`config.mk`:
```
export PLATFORM = sky130hd
export DESIGN_NAME = apb_timer8
export DESIGN_NICKNAME = d
export VERILOG_FILES = /design/src/rtl/apb_timer8.sv
export SDC_FILE = /design/constraint.sdc
export NUM_CORES = 1
export LEC_CHECK = 0
export CAP_MARGIN = 5
export CORE_UTILIZATION = 50
export CTS_CLUSTER_SIZE = 30
export DETAILED_ROUTE_END_ITERATION = 12
export PLACE_DENSITY_LB_ADDON = 0.2
export SYNTH_ARGS = -nofsm -noshare
export SYNTH_HDL_FRONTEND = slang
export SYNTH_SLANG_ARGS = --single-unit
export TNS_END_PERCENT = 20
```
`constraint.sdc`:
```
create_clock -name pclk -period 3.1 [get_ports pclk]
set_clock_uncertainty 0.05 [all_clocks]
set_input_delay 0.62 -clock pclk [delete_from_list [all_inputs] [get_ports pclk]]
set_output_delay 0.62 -clock pclk [all_outputs]
set_load 0.05 [all_outputs]
```
`src/rtl/apb_timer8.sv`:
```
// apb_timer8: 8-bit up/down timer with prescaler and APB register access.
// Optional interrupt register/outputs are enabled by defining TIMER_INT_EN.
module apb_timer8 #(
    parameter int          ADDR_W  = 8,
    parameter logic [7:0]  RST_TDR = 8'h00
) (
    input  logic              pclk,
    input  logic              presetn,
    input  logic              psel,
    input  logic              penable,
    input  logic              pwrite,
    input  logic [ADDR_W-1:0] paddr,
    input  logic [7:0]        pwdata,
    output logic [7:0]        prdata,
    output logic              pready,
    output logic              pslverr
`ifdef TIMER_INT_EN
    ,
    output logic              tmr_ovf,
    output logic              tmr_udf
`endif
);

`ifdef TIMER_INT_EN
    localparam int LAST_ADDR = 4;
`else
    localparam int LAST_ADDR = 3;
`endif

    logic [7:0] tdr_q, tdr_d;
    logic [7:0] tcr_q, tcr_d;
    logic [7:0] cnt_q, cnt_d;
    logic [3:0] presc_q, presc_d;
    logic       ovf_q, ovf_d;
    logic       udf_q, udf_d;
    logic       access, addr_err, wr;
    logic       sel_tdr, sel_tcr, sel_tsr, sel_cnt, sel_ier;
    logic       tick, ovf_set, udf_set;
`ifdef TIMER_INT_EN
    logic [1:0] ier_q, ier_d;
`endif

    assign access   = psel & penable;
    assign addr_err = paddr > ADDR_W'(LAST_ADDR);
    assign wr       = access & pwrite & ~addr_err;
    assign pready   = access;
    assign pslverr  = access & addr_err;

    assign sel_tdr = paddr == ADDR_W'(0);
    assign sel_tcr = paddr == ADDR_W'(1);
    assign sel_tsr = paddr == ADDR_W'(2);
    assign sel_cnt = paddr == ADDR_W'(3);
`ifdef TIMER_INT_EN
    assign sel_ier = paddr == ADDR_W'(4);
    assign tmr_ovf = ovf_q & ier_q[0];
    assign tmr_udf = udf_q & ier_q[1];
`else
    assign sel_ier = 1'b0;
`endif

    // tick fires on the cycle the selected prescaler bit is about to fall
    always_comb begin
        tick    = 1'b0;
        presc_d = presc_q + 4'd1;
        unique case (tcr_q[1:0])
            2'b00: tick = presc_q[0];
            2'b01: tick = &presc_q[1:0];
            2'b10: tick = &presc_q[2:0];
            2'b11: tick = &presc_q;
        endcase
    end

    always_comb begin
        cnt_d   = cnt_q;
        ovf_set = 1'b0;
        udf_set = 1'b0;
        if (tcr_q[7]) begin
            cnt_d = tdr_q;
        end else if (tcr_q[4] && tick) begin
            if (tcr_q[5]) begin
                cnt_d   = cnt_q - 8'd1;
                udf_set = cnt_q == 8'h00;
            end else begin
                cnt_d   = cnt_q + 8'd1;
                ovf_set = cnt_q == 8'hFF;
            end
        end
    end

    always_comb begin
        tdr_d = tdr_q;
        tcr_d = tcr_q;
        ovf_d = ovf_q;
        udf_d = udf_q;
`ifdef TIMER_INT_EN
        ier_d = ier_q;
        if (wr && sel_ier) ier_d = pwdata[1:0];
`endif
        if (wr && sel_tdr) tdr_d = pwdata;
        if (wr && sel_tcr) tcr_d = pwdata & 8'hB3;
        if (wr && sel_tsr) begin
            ovf_d = ovf_q & pwdata[0];
            udf_d = udf_q & pwdata[1];
        end
        ovf_d = ovf_d | ovf_set;
        udf_d = udf_d | udf_set;
    end

    always_comb begin
        prdata = 8'h00;
        if (psel && !pwrite) begin
            unique case (1'b1)
                sel_tdr: prdata = tdr_q;
                sel_tcr: prdata = tcr_q;
                sel_tsr: prdata = {6'b0, udf_q, ovf_q};
                sel_cnt: prdata = cnt_q;
`ifdef TIMER_INT_EN
                sel_ier: prdata = {6'b0, ier_q};
`endif
                default: prdata = 8'h00;
            endcase
        end
    end

    always_ff @(posedge pclk) begin
        if (!presetn) begin
            tdr_q   <= RST_TDR;
            tcr_q   <= 8'h00;
            cnt_q   <= 8'h00;
            presc_q <= 4'h0;
            ovf_q   <= 1'b0;
            udf_q   <= 1'b0;
`ifdef TIMER_INT_EN
            ier_q   <= 2'b00;
`endif
        end else begin
            tdr_q   <= tdr_d;
            tcr_q   <= tcr_d;
            cnt_q   <= cnt_d;
            presc_q <= presc_d;
            ovf_q   <= ovf_d;
            udf_q   <= udf_d;
`ifdef TIMER_INT_EN
            ier_q   <= ier_d;
`endif
        end
    end

endmodule

```
==> reports/metrics.csv <==
metric,value,unit
status,"complete, no violations",
grt_usage,0.2590,
fp-row-count,20,
via_count,1576,
synthCells,199,
tightest_slew,0.7260,ns
synth_edf_count,0,
cts_buffers,3,
grt_pass1_vias,1574,
synthTopCellsByCount,"dfxtp_1 (27), nand2_1 (21), nand3_1 (16), o21ai_0 (13)",
holdPathStages,1,
r2r_setup_slack,0.51,ns
hold_viol,0,
insertion_delay,0.32,ns
detail_route.wl_per_cell,14.96,um
yosysMostFrequentCell,dfxtp_1,
worstSetupStartpointType,input pin,
grt_pass1_wl,6982,um
drtPass1Iterations,5,
reg2reg_depth,7,
rsz0062_at_grt,true,
grt.overflow.total,0,
hp-class,flop to flop,
syn-cell-area,1664,um^2
drc,0,
drt-total-wl,4113,um
yosysWarnings,0,
postSynthAreaPerCell,8.362,um^2
crit_arrival,2.41,ns
synth_flop_cell,dfxtp_1,
slew_headroom,0.5145,
synthArstFlopShare,0,
synth_area_leaders,"dfxtp_1 (32%), ha_1 (6.0%), a21boi_0 (5.0%), nand3_1 (4.8%), nand2_1 (4.7%)",
timing.final.crit_share,0.9928,
ir_worst_vdd,217.0,uV
core_area,3103,um^2
setup_viol,0,
die-area,3563,um^2
fin_area,2135,um^2
cts_tree,yes,
cts_max_path_buffers,2,
drive_gt1_frac,0.1126,
seq_area_frac_synth,0.3248,
cts_resized,0,
drt-initial-drc-count,99,
synth_nets,229,
grt_max_degree,28,
n_fill_cell,267,
synth_top_area_share,0.3248,
drtAntennaViolNets,0,
power.leakage,0.8022,nW
antenna_found_initial,0,
gp_congestion,0.8608,
endpoint_kind,primary output,
layout_min_cycle_time,3.078,ns
cp_data_required_time,2.43,ns
fp.dieH,59.69,um
hpwl,3210,um
dpl-instance-area,2107,um^2
crit_type,input pin to primary output,
ys_ff_latch,27,
cts_sinks,27,
yosysUniqueCellTypes,44,
via_per_inst,5.731,
htreeDepth,1,
maxCapViolCount,0,
p_per_area,266.7,nW/um^2
drv_slew,0,
antenna_cells,0,
clk_pin_slew,0.15,ns
area_delta_synth_final,28.27,%
fmax,324.9,MHz
synth_top_area_cell,dfxtp_1,
crit_fanout,8,
io_buffers,30,
die_w,59.69,um
nNetsFinal,262,
initial_core_util,0.5363,
power,0.5692,mW
cts_hold_buf,0,
cts_root_buf,clkbuf_4,
io_pins,31,
cts_setup_buffers,0,
## cell families after synthesis
group / after synthesis / synth area share
DFF: 27 / 0.3248
and+or+nand+nor: 82 / 0.2594
buffers and inverters: 14 / 0.03458
AOI/OAI and AO/OA: 51 / 0.1978
muxes: 11 / 0.08497
xor gates and xnor gates: 5 / 0.02631
adders and majority gates: 9 / 0.07218
## cell type report
class                   instances  area (um^2)  share of cell area
multi-input cells             158         1066              0.4994
flip-flops and latches         27        540.5              0.2532
repair buffers                 36        422.9              0.1981
well taps                      44        55.05             0.02579
clock buffers                   3        22.52             0.01055
inverters                       6        22.52             0.01055
clock inverters                 1        5.005            0.002345
## state kept, by name, indices dropped and copies added, names as in the netlist
name,count
ovf_q,1
tcr_q,5
presc_q,4
tdr_q,8
cnt_q,8
udf_q,1
## cell usage in the layout (no fill, tap or decap), types with 2 or more instances in the layout
| cell | Yosys | final |
|---|---|---|
| a21boi_0 | 11 | 11 |
| a21oi_1 | 12 | 12 |
| a22oi_1 | 3 | 3 |
| a31oi_1 | 2 | 2 |
| and2_1 | 5 | 5 |
| buf_12 | 0 | 8 |
| buf_4 | 1 | 7 |
| clkbuf_4 | 0 | 3 |
| clkdlybuf4s50_1 | 0 | 21 |
| dfxtp_1 | 27 | 27 |
| ha_1 | 8 | 8 |
| inv_1 | 6 | 6 |
| mux2_2 | 2 | 2 |
| mux2i_1 | 7 | 7 |
| nand2_1 | 21 | 21 |
| nand3_1 | 16 | 16 |
| nand3b_1 | 2 | 2 |
| nand4_1 | 2 | 2 |
| nor2_1 | 10 | 10 |
| nor2b_1 | 12 | 12 |
| nor3_1 | 3 | 3 |
| nor4_1 | 2 | 2 |
| o211a_1 | 2 | 2 |
| o21ai_0 | 13 | 13 |
| or4_1 | 2 | 2 |
| xnor2_1 | 4 | 4 |
## per-stage QoR
stage | setup WS (ns) | hold slack (ns) | util | std cells | TNS, ns
2_1_floorplan | 0.09973 | 0.3860 | - | 199 | 0
3_3_place_gp | 0.06698 | 0.4031 | 0.6790 | 271 | 0
3_5_place_dp | 0.02688 | 0.4115 | 0.6790 | 271 | 0
4_1_cts | 0.009493 | 0.4427 | 0.6879 | 275 | 0
5_1_grt | -0.06276 | 0.4572 | 0.6879 | 275 | -0.2944
6_report | 0.02231 | 0.4385 | 0.6879 | 275 | 0
## worst max-delay path, stage by stage
cell and delay (ns):
clkdlybuf4s50_1 0.39, or4_1 0.53, nor3_2 0.18, nand3b_1 0.09
buf_4 0.17, a21oi_1 0.24, buf_12 0.18
## power breakdown
group	total, mW	switching, mW	internal, mW
logic	0.0646	0.0275	0.0371
registers	0.353	0.00260	0.351
clock network	0.151	0.103	0.0483
## layer usage
layer  GRT usage  share of wire  up-vias
li1            -              -      782
met1      0.3320           0.44      751
met2      0.4476           0.50       39
met3     0.04329          0.054        4
met4     0.06977         0.0066        0
met5           0              0        -
## path summary, 6_finish.rpt
check	from	end
worst max-delay path	paddr[7]	prdata[3]
worst min-delay path	presc_q[0]	presc_q[0]
worst max register to register	tcr_q[5]	cnt_q[7]
worst min register to register	presc_q[0]	presc_q[0]
Power figures use the tool's default switching activity.
